File: src/rtl/alu_sequencer_if.sv
// Host/ALU-facing bundle of the ALU micro-sequencer: program load, launch handshake, ALU drive and status.
// Latency: none, this is wiring only.
// Backpressure: none; start is only honoured while the sequencer is idle, and the host watches busy/done.
//
// Signals:
//   prog_we/prog_addr/prog_data : program-memory write port (host -> sequencer)
//   start/len                   : launch request and instruction count (host -> sequencer)
//   alu_out                     : registered ALU result (ALU -> sequencer)
//   alu_opcode/alu_a/alu_b      : ALU operands (sequencer -> ALU)
//   busy/done/result/pc         : run status (sequencer -> host)
interface alu_sequencer_if;
    logic        prog_we;
    logic [3:0]  prog_addr;
    logic [20:0] prog_data;
    logic        start;
    logic [4:0]  len;
    logic [7:0]  alu_out;
    logic [3:0]  alu_opcode;
    logic [7:0]  alu_a;
    logic [7:0]  alu_b;
    logic        busy;
    logic        done;
    logic [7:0]  result;
    logic [3:0]  pc;

    // Host plus ALU side: drives the requests and the ALU result, observes everything else.
    modport master (
        output prog_we, prog_addr, prog_data, start, len, alu_out,
        input  alu_opcode, alu_a, alu_b, busy, done, result, pc
    );

    // Sequencer side.
    modport slave (
        input  prog_we, prog_addr, prog_data, start, len, alu_out,
        output alu_opcode, alu_a, alu_b, busy, done, result, pc
    );
endinterface

File: src/rtl/alu_sequencer.sv
// Steps an 8-bit ALU through a stored program of up to DEPTH words, chaining results into operand A on request.
// Latency: 1 + ALU_LAT cycles per instruction; done pulses the cycle after the last capture; len=0 completes in 1 cycle.
// Backpressure: start and program writes are ignored while busy, so there is no queueing; the host waits for done.
//
// Ports:
//   clk, rst_n : sole clock and asynchronous active-low reset
//   bus        : alu_sequencer_if.slave, carrying program writes, start/len, the ALU operands and result, and busy/done/result/pc
//
// Instruction word layout: {use_prev[20], opcode[19:16], a_imm[15:8], b_imm[7:0]}.
module alu_sequencer #(
    parameter int DEPTH   = 16,
    parameter int ALU_LAT = 1
) (
    input  logic           clk,
    input  logic           rst_n,
    alu_sequencer_if.slave bus
);

    typedef struct packed {
        logic       use_prev;
        logic [3:0] opcode;
        logic [7:0] a_imm;
        logic [7:0] b_imm;
    } instr_t;

    typedef enum logic [1:0] {
        S_IDLE  = 2'd0,
        S_ISSUE = 2'd1,
        S_WAIT  = 2'd2,
        S_DONE  = 2'd3
    } state_t;

    localparam logic [2:0] LAT_LOAD = 3'(ALU_LAT);
    localparam logic [4:0] DEPTH_W  = 5'(DEPTH);

    // ------------------------------------------------------------------
    // State
    // ------------------------------------------------------------------
    instr_t     mem_q [DEPTH];
    state_t     state_q;
    logic [3:0] pc_q;
    logic [3:0] last_q;      // index of the final instruction, i.e. clamped len - 1
    logic [2:0] cnt_q;       // remaining WAIT cycles for the instruction in flight
    logic [7:0] result_q;
    logic [3:0] op_q;
    logic [7:0] a_q;
    logic [7:0] b_q;
    logic       busy_q;
    logic       done_q;

    // ------------------------------------------------------------------
    // Next-state helpers
    // ------------------------------------------------------------------
    logic [4:0] len_clamp_d;
    logic [3:0] last_d;
    logic [3:0] pc_inc_d;
    instr_t     first_d;
    instr_t     next_d;
    logic       mem_we_d;

    always_comb begin
        len_clamp_d = (bus.len > DEPTH_W) ? DEPTH_W : bus.len;
        // Only used when len is non-zero, so the subtraction never underflows.
        last_d      = 4'(len_clamp_d - 5'd1);
        pc_inc_d    = pc_q + 4'd1;
        first_d     = mem_q[0];
        // pc+1 only matters when pc is not the last instruction, so it stays below DEPTH.
        next_d      = mem_q[pc_inc_d];
        mem_we_d    = (state_q == S_IDLE) && bus.prog_we &&
                      ({1'b0, bus.prog_addr} < DEPTH_W);
    end

    // ------------------------------------------------------------------
    // Program memory: writable only while idle, cleared by reset.
    // ------------------------------------------------------------------
    always_ff @(posedge clk or negedge rst_n) begin
        if (!rst_n) begin
            for (int i = 0; i < DEPTH; i++) begin
                mem_q[i] <= '0;
            end
        end else if (mem_we_d) begin
            mem_q[bus.prog_addr] <= bus.prog_data;
        end
    end

    // ------------------------------------------------------------------
    // Sequencer FSM with registered outputs.
    //
    // The ALU operand registers are loaded on the edge that enters ISSUE,
    // so they are stable for the whole ISSUE cycle and the ALU samples
    // them on the edge that leaves ISSUE. After ALU_LAT WAIT cycles the
    // result is captured on the final WAIT edge. When that same edge
    // issues the next chained instruction, the freshly captured value
    // has to come straight from alu_out because result_q is only being
    // written on that edge.
    // ------------------------------------------------------------------
    always_ff @(posedge clk or negedge rst_n) begin
        if (!rst_n) begin
            state_q  <= S_IDLE;
            pc_q     <= '0;
            last_q   <= '0;
            cnt_q    <= '0;
            result_q <= '0;
            op_q     <= '0;
            a_q      <= '0;
            b_q      <= '0;
            busy_q   <= 1'b0;
            done_q   <= 1'b0;
        end else begin
            done_q <= 1'b0;
            case (state_q)
                S_IDLE: begin
                    if (bus.start) begin
                        busy_q <= 1'b1;
                        if (bus.len == 5'd0) begin
                            // Empty program: report completion without touching result.
                            state_q <= S_DONE;
                            done_q  <= 1'b1;
                        end else begin
                            state_q <= S_ISSUE;
                            pc_q    <= 4'd0;
                            last_q  <= last_d;
                            op_q    <= first_d.opcode;
                            b_q     <= first_d.b_imm;
                            a_q     <= first_d.use_prev ? result_q : first_d.a_imm;
                        end
                    end
                end

                S_ISSUE: begin
                    cnt_q   <= LAT_LOAD;
                    state_q <= S_WAIT;
                end

                S_WAIT: begin
                    if (cnt_q == 3'd1) begin
                        result_q <= bus.alu_out;
                        if (pc_q == last_q) begin
                            state_q <= S_DONE;
                            done_q  <= 1'b1;
                        end else begin
                            state_q <= S_ISSUE;
                            pc_q    <= pc_inc_d;
                            op_q    <= next_d.opcode;
                            b_q     <= next_d.b_imm;
                            a_q     <= next_d.use_prev ? bus.alu_out : next_d.a_imm;
                        end
                    end else begin
                        cnt_q <= cnt_q - 3'd1;
                    end
                end

                S_DONE: begin
                    state_q <= S_IDLE;
                    busy_q  <= 1'b0;
                end

                default: begin
                    state_q <= S_IDLE;
                    busy_q  <= 1'b0;
                end
            endcase
        end
    end

    // ------------------------------------------------------------------
    // Outputs
    // ------------------------------------------------------------------
    assign bus.alu_opcode = op_q;
    assign bus.alu_a      = a_q;
    assign bus.alu_b      = b_q;
    assign bus.busy       = busy_q;
    assign bus.done       = done_q;
    assign bus.result     = result_q;
    assign bus.pc         = pc_q;

endmodule

File: src/flat_wrapper.sv
// flat-port wrapper written by rule: the top's interface ports become plain ports
module alu_sequencer_flat 
#(
    parameter int DEPTH   = 16,
    parameter int ALU_LAT = 1
)
  (clk, rst_n, bus_prog_we, bus_prog_addr, bus_prog_data, bus_start, bus_len, bus_alu_out, bus_alu_opcode, bus_alu_a, bus_alu_b, bus_busy, bus_done, bus_result, bus_pc);
  alu_sequencer_if bus_i ();
  input  logic clk;
  input  logic rst_n;
  input wire logic [$bits(bus_i.prog_we)-1:0] bus_prog_we;
  input wire logic [$bits(bus_i.prog_addr)-1:0] bus_prog_addr;
  input wire logic [$bits(bus_i.prog_data)-1:0] bus_prog_data;
  input wire logic [$bits(bus_i.start)-1:0] bus_start;
  input wire logic [$bits(bus_i.len)-1:0] bus_len;
  input wire logic [$bits(bus_i.alu_out)-1:0] bus_alu_out;
  output wire logic [$bits(bus_i.alu_opcode)-1:0] bus_alu_opcode;
  output wire logic [$bits(bus_i.alu_a)-1:0] bus_alu_a;
  output wire logic [$bits(bus_i.alu_b)-1:0] bus_alu_b;
  output wire logic [$bits(bus_i.busy)-1:0] bus_busy;
  output wire logic [$bits(bus_i.done)-1:0] bus_done;
  output wire logic [$bits(bus_i.result)-1:0] bus_result;
  output wire logic [$bits(bus_i.pc)-1:0] bus_pc;
  assign bus_i.prog_we = bus_prog_we;
  assign bus_i.prog_addr = bus_prog_addr;
  assign bus_i.prog_data = bus_prog_data;
  assign bus_i.start = bus_start;
  assign bus_i.len = bus_len;
  assign bus_i.alu_out = bus_alu_out;
  assign bus_alu_opcode = bus_i.alu_opcode;
  assign bus_alu_a = bus_i.alu_a;
  assign bus_alu_b = bus_i.alu_b;
  assign bus_busy = bus_i.busy;
  assign bus_done = bus_i.done;
  assign bus_result = bus_i.result;
  assign bus_pc = bus_i.pc;
  alu_sequencer #(.DEPTH(DEPTH), .ALU_LAT(ALU_LAT)) u_core (.clk(clk), .rst_n(rst_n), .bus(bus_i));
endmodule
File: config.mk
export PLATFORM = sky130hd
export DESIGN_NAME = alu_sequencer_flat
export DESIGN_NICKNAME = d
export VERILOG_FILES = /design/src/rtl/alu_sequencer_if.sv /design/src/rtl/alu_sequencer.sv /design/src/flat_wrapper.sv
export SDC_FILE = /design/constraint.sdc
export NUM_CORES = 1
export LEC_CHECK = 0
export CELL_PAD_IN_SITES_DETAIL_PLACEMENT = 1
export CELL_PAD_IN_SITES_GLOBAL_PLACEMENT = 2
export CORE_UTILIZATION = 45
export DETAILED_ROUTE_END_ITERATION = 8
export PLACE_DENSITY = 0.85
export SKIP_LAST_GASP = 1
export SYNTH_ARGS = -nofsm -noshare
export SYNTH_HDL_FRONTEND = slang
export SYNTH_SLANG_ARGS = --single-unit
File: constraint.sdc
create_clock -name clk -period 3.24 [get_ports clk]
set_input_delay 0.324 -clock clk [delete_from_list [all_inputs] [get_ports clk]]
set_output_delay 0.324 -clock clk [all_outputs]
set_load 0.05 [all_outputs]
# == Word-level counts from Yosys, hierarchy flattened ==
# Index checks and enable logic that the tools add are counted.
# word_totals
in_bits,42
output_inout_bits,34
word_cells,150
ff_bits,379
# op_classes
mux,43
n_addsub,3
order_cmp,4
bitwise,3
n_eq_ne,10
n_reduce_logical,13
# op_table
op,count
$bwmux W336,1
$bmux W21 S4,1
$demux W21 S4,1
$mux W8,10
$mux W21,3
$mux W4,9
$pmux W8 S2,2
$pmux W4 S2,2
$ge A5 B5 Y1 const B,2
$not A4 Y5,2
$mux W2,4
$ne A2 B2 Y1 const B,4
$pmux W2 S4,1
$reduce_and A2 Y1,4
$pmux W3 S2,1
$reduce_bool A2 Y1,3
$gt A5 B5 Y1 const B,1
$logic_not A5 Y1,1
$lt A5 B1 Y1 const B,1
$mux W1,5
$reduce_and A5 Y1,1
$add A4 B1 Y4 const B,1
$eq A2 B2 Y1 const B,2
$eq A4 B4 Y1,1
other kinds (11),13

# == Longest topological paths before layout ==
# depth
word_depth,9
ltp_mapped,9
depth_no_buf,7

# == Least setup slack after synthesis ==
# OpenSTA, ideal clock, no wires.
# synth_timing
path_kind,register to register
startpoint,"register u_core.pc_q[1], in the netlist u_core.bus.pc[1]"
endpoint,"register u_core.a_q[6], in the netlist u_core.bus.alu_a[6]"
setup_ns,0.137
period_less_slack_ns,2.637
slack_ns,0.603
required_time_ns,3.103
arrival_time_ns,2.501
path_buffers,2
stages_incl_launch_ff,8
path_cell_list,dfrtp_1 -> ha_1 -> buf_4 -> clkbuf_1 -> mux4_2 -> mux4_2 -> nor3_1 -> a211oi_1
# synth_via
elab_chain_len,9
word_cells_on_any_way,12
cone_classes,add/sub (1); eq/ne (2); mux (7); bitwise (1); reduce/logical (1)
# synth_lines
item,line_no,text
start: declaration,alu_sequencer.sv:41,logic [3:0] pc_q;
start signal: assignment,alu_sequencer.sv:143,pc_q <= pc_inc_d;
$add A4 B1 Y4,alu_sequencer.sv:65,pc_inc_d = pc_q + 4'd1;
$not A4 Y5 (not written as such),alu_sequencer.sv:68,next_d = mem_q[pc_inc_d];
$bmux W21 S4,alu_sequencer.sv:68,
$mux W21 (not written as such) (2 in a row),alu_sequencer.sv:68,
$mux W8,alu_sequencer.sv:146,a_q <= next_d.use_prev ? bus.alu_out : next_d.a_imm;
$mux W8,alu_sequencer.sv:138,if (pc_q == last_q) begin
$mux W8,alu_sequencer.sv:136,if (cnt_q == 3'd1) begin
$pmux W8 S2,alu_sequencer.sv:111,case (state_q)
end signal: assignment,alu_sequencer.sv:125,a_q <= first_d.use_prev ? result_q : first_d.a_imm;
end signal: assignment,alu_sequencer.sv:146,
end: declaration,alu_sequencer.sv:46,logic [7:0] a_q;
# Parallel ways exist; a longest one is shown, timed or not. The select of a mux whose other input is x is not followed.
# A chain may end at the register's enable or synchronous reset.

# == Worst setup path after layout ==
# layout_timing
startpoint,register u_core.cnt_q[1]
endpoint,"register u_core.a_q[0], in the netlist u_core.bus.alu_a[0]"
# layout_via
elab_chain_len,3
# layout_lines
item,line_no,text
start: declaration,alu_sequencer.sv:43,logic [2:0] cnt_q;
start signal: assignment,alu_sequencer.sv:149,cnt_q <= cnt_q - 3'd1;
$eq A3 B1 Y1,alu_sequencer.sv:136,
$ne A2 B1 Y1 (no line),-,
$reduce_and A5 Y1 (no line),-,
# No other way between the ends.

==> impl_metrics.tcl <==
set metrics [dict create \
    hp-class "input port to flip-flop" \
    cts.clk_slew.worst_paths_ps 60 \
    power_density_nw_per_um2 1010 \
    dpl.hpwl_um 27400 \
    port_buffers 75 \
    ys_warn_count 0 \
    timing.fmax_mhz 361 \
    antennaDiodeCount 0 \
    peakVddDrop_mv 0.434 \
    crit_start "u_core.cnt_q[1]$_DFFE_PN0P_" \
    slew_violations 0 \
    start_kind "flip-flop" \
    synth.avg_cell_area_um2 15.1 \
    grt_use_met1_pct 32.0 \
    top_usage_layer "met2" \
    grtUsageMet3_pct 3.53 \
    drc 0 \
    synth_cell_types 48 \
    cts_max_level 2 \
    insertion_delay_ps 540 \
    num-nets-final 1275 \
    io_pins 76 \
    synthesis.instances 1155 \
    core-area_um2 37900 \
    wl_per_cell_um 25.4 \
    grt_max_degree 81 \
    cts_hold_buffers 1 \
    pre_cts_slack_ps 521 \
    seq_area_frac_synth_pct 54.3 \
    die_w_um 199 \
    worst_pin_slew_ps 1100 \
    slew_headroom_pct 26.4 \
    cts_buffer_depth 3 \
    hold_slack_ps 364 \
    crit_arrival_ps 3170 \
    track_usage_pct 24.2 \
    cts_tree "built" \
    skew_ps 9.45 \
    slowest_delay_ps 650 \
    fin_util_pct 53.5 \
    vias_per_cell 5.86 \
    finalHoldViolations 0 \
    antenna_left 0 \
    place_congestion 0.741 \
    final_cell_mix "378 x dfrtp_1, 344 x mux2_2, 87 x mux4_2" \
    grt_pass1_vias 11600 \
    clockRootBuffer "clkbuf_16" \
    first_pass_iters 4 \
    status "finished clean" \
    period_share_pct 85.5 \
    cts_resized 0 \
    critPathRequiredTime_ps 3640 \
    synth.ff_latch_count 379 \
    rsz0062_at_grt "false" \
    final_common_cell "dfrtp_1" \
    grtUsageMet2_pct 41.3 \
    min_from "bus_alu_out[7]" \
    critPathMaxFanout 20 \
    numCtsBuffers 42 \
    crit_path_end_kind "flip-flop" \
    crit_type "flip-flop to flip-flop" \
    drtIter0Drc 554 \
    grt_overflow 0 \
    dieHeight_um 199 \
    grt_pass1_wl_um 71600 \
    syn_area_um2 17500 \
    via_count 10400 \
    finalWorstSetupSlack_ps 469 \
    cts_sinks 379 \
    leakagePower_uw 0.00911 \
    fin_crit_ps 2770 \
    r2r-start "u_core.cnt_q[1]$_DFFE_PN0P_" \
    drive_gt1_share_pct 44.2 \
    setup_viol 0 \
    drt-total-wl_um 45000 \
    initial_core_util_pct 46.0 \
    rows 71 \
    maxCapViolCount 0 \
    critical_path.cell_chain "inv_1 > ha_1 > nor4bb_1 > o41ai_4 > or2_2 > o22ai_2 > a211oi_1" \
    tns_ps 0 \
    postCtsSetupBuffers 0 \
    fin_area_um2 20300 \
    dieArea_um2 39600 \
    area_growth_pct 16.2 \
    antenna_found_initial 1 \
    critical-path-slowest-cell "nor4bb_1" \
    synth_nets 1201 \
    placed_cell_area_um2 18900 \
]
[per-layer routing]
metal | wire length (um) | vias up | share of wire [%]
li1 | - | 4427 | -
met1 | 19700 | 5665 | 44
met2 | 22700 | 199 | 50
met3 | 1620 | 74 | 3.6
met4 | 1030 | 2 | 2.3
met5 | 10 | - | 0.022
[cell usage after synthesis, drive strengths merged]
master | instances | area, um2
a21o | 2 | 15.0
or2 | 1 | 6.26
nor2b | 6 | 37.5
a211oi | 8 | 60.1
o22ai | 3 | 25.0
o21ai | 18 | 90.1
nor2 | 32 | 120
a311oi | 1 | 8.76
or4 | 1 | 7.51
buf | 43 | 278
nand2b | 2 | 12.5
xor2 | 6 | 67.6
o211ai | 13 | 97.6
and4 | 1 | 8.76
xnor2 | 1 | 8.76
a21oi | 5 | 28.8
nor4bb | 1 | 10.0
clkbuf | 50 | 189
nand3 | 6 | 30.0
nand3b | 1 | 7.51
nand2 | 51 | 191
o2bb2ai | 1 | 8.76
mux4 | 93 | 2120
ha | 4 | 50.1
nor4 | 1 | 12.5
nor3b | 2 | 15.0
mux2i | 24 | 240
nand4b | 1 | 8.76
or3 | 2 | 12.5
dfrtp | 379 | 9480
a22o | 7 | 61.3
mux2 | 349 | 3930
or3b | 1 | 8.76
o41ai | 1 | 16.3
inv | 14 | 52.6
nor3 | 10 | 50.1
a31oi | 14 | 87.6
[area by class of cell]
class | instances | area [um2]
Fill cell | 3581 | 17700
Sequential cell | 379 | 9490
Multi-Input combinational cell | 669 | 7520
Clock buffer | 69 | 1330
Timing Repair Buffer | 123 | 1230
Tap cell | 511 | 639
Inverter | 14 | 52.6
Clock inverter | 3 | 17.5
[logic make-up (layout without fill, tap and decap cells)]
family,count (synthesis),in the layout,share of synthesized area (%)
adders and majority gates,4,4,0.287
muxes,466,466,36.0
and+or+nand+nor,119,119,3.09
DFF,379,379,54.3
buffers and inverters,107,209,2.97
AOI/OAI and AO/OA,73,73,2.86
xor gates and xnor gates,7,7,0.437
[stage by stage]
stage / total power, uW / std cells
after detailed placement: 15900 / 1695
after global routing: 21700 / 1768
after CTS: 20700 / 1768
after floorplan: 13600 / 1155
final: 20600 / 1768
after global placement: 15500 / 1695
[flip-flops by register name, indices dropped and copies added, names as in the netlist, 2 cells and up]
signal	flops
u_core.mem_q	315
u_core.first_d	21
u_core.bus.alu_a	8
u_core.bus.alu_b	8
u_core.bus.result	8
u_core.bus.alu_opcode	4
u_core.bus.pc	4
u_core.last_q	4
u_core.cnt_q	3
u_core.state_q	2
[power breakdown]
part,internal [uW],total [uW],switching [uW]
registers,6850,8200,1350
clock network,2770,4640,1870
logic,4120,7720,3600
[worst paths after layout]
kind,to,slack (ps),depth (start not counted)
max in group asynchronous,u_core.last_q[3]$_DFFE_PN0P_,1950,3
worst max register to register,u_core.bus.alu_a[0]$_DFFE_PN0P_,470,7
min in group asynchronous,u_core.mem_q[115]$_DFFE_PN0P_,370,2
worst min-delay path,u_core.bus.alu_a[7]$_DFFE_PN0P_,360,3
worst max-delay path,u_core.bus.alu_a[0]$_DFFE_PN0P_,470,7
worst min register to register,u_core.mem_q[51]$_DFFE_PN0P_,500,1
[critical path, delay by kind of cell (launching register included)]
family | cells | cell delay (ps)
simple gates | 2 | 1050
compound gates | 3 | 930
flops | 1 | 370
fa+ha+maj | 1 | 180
buf+inv | 1 | 100
No activity file was read; power rests on OpenSTA's default activity.
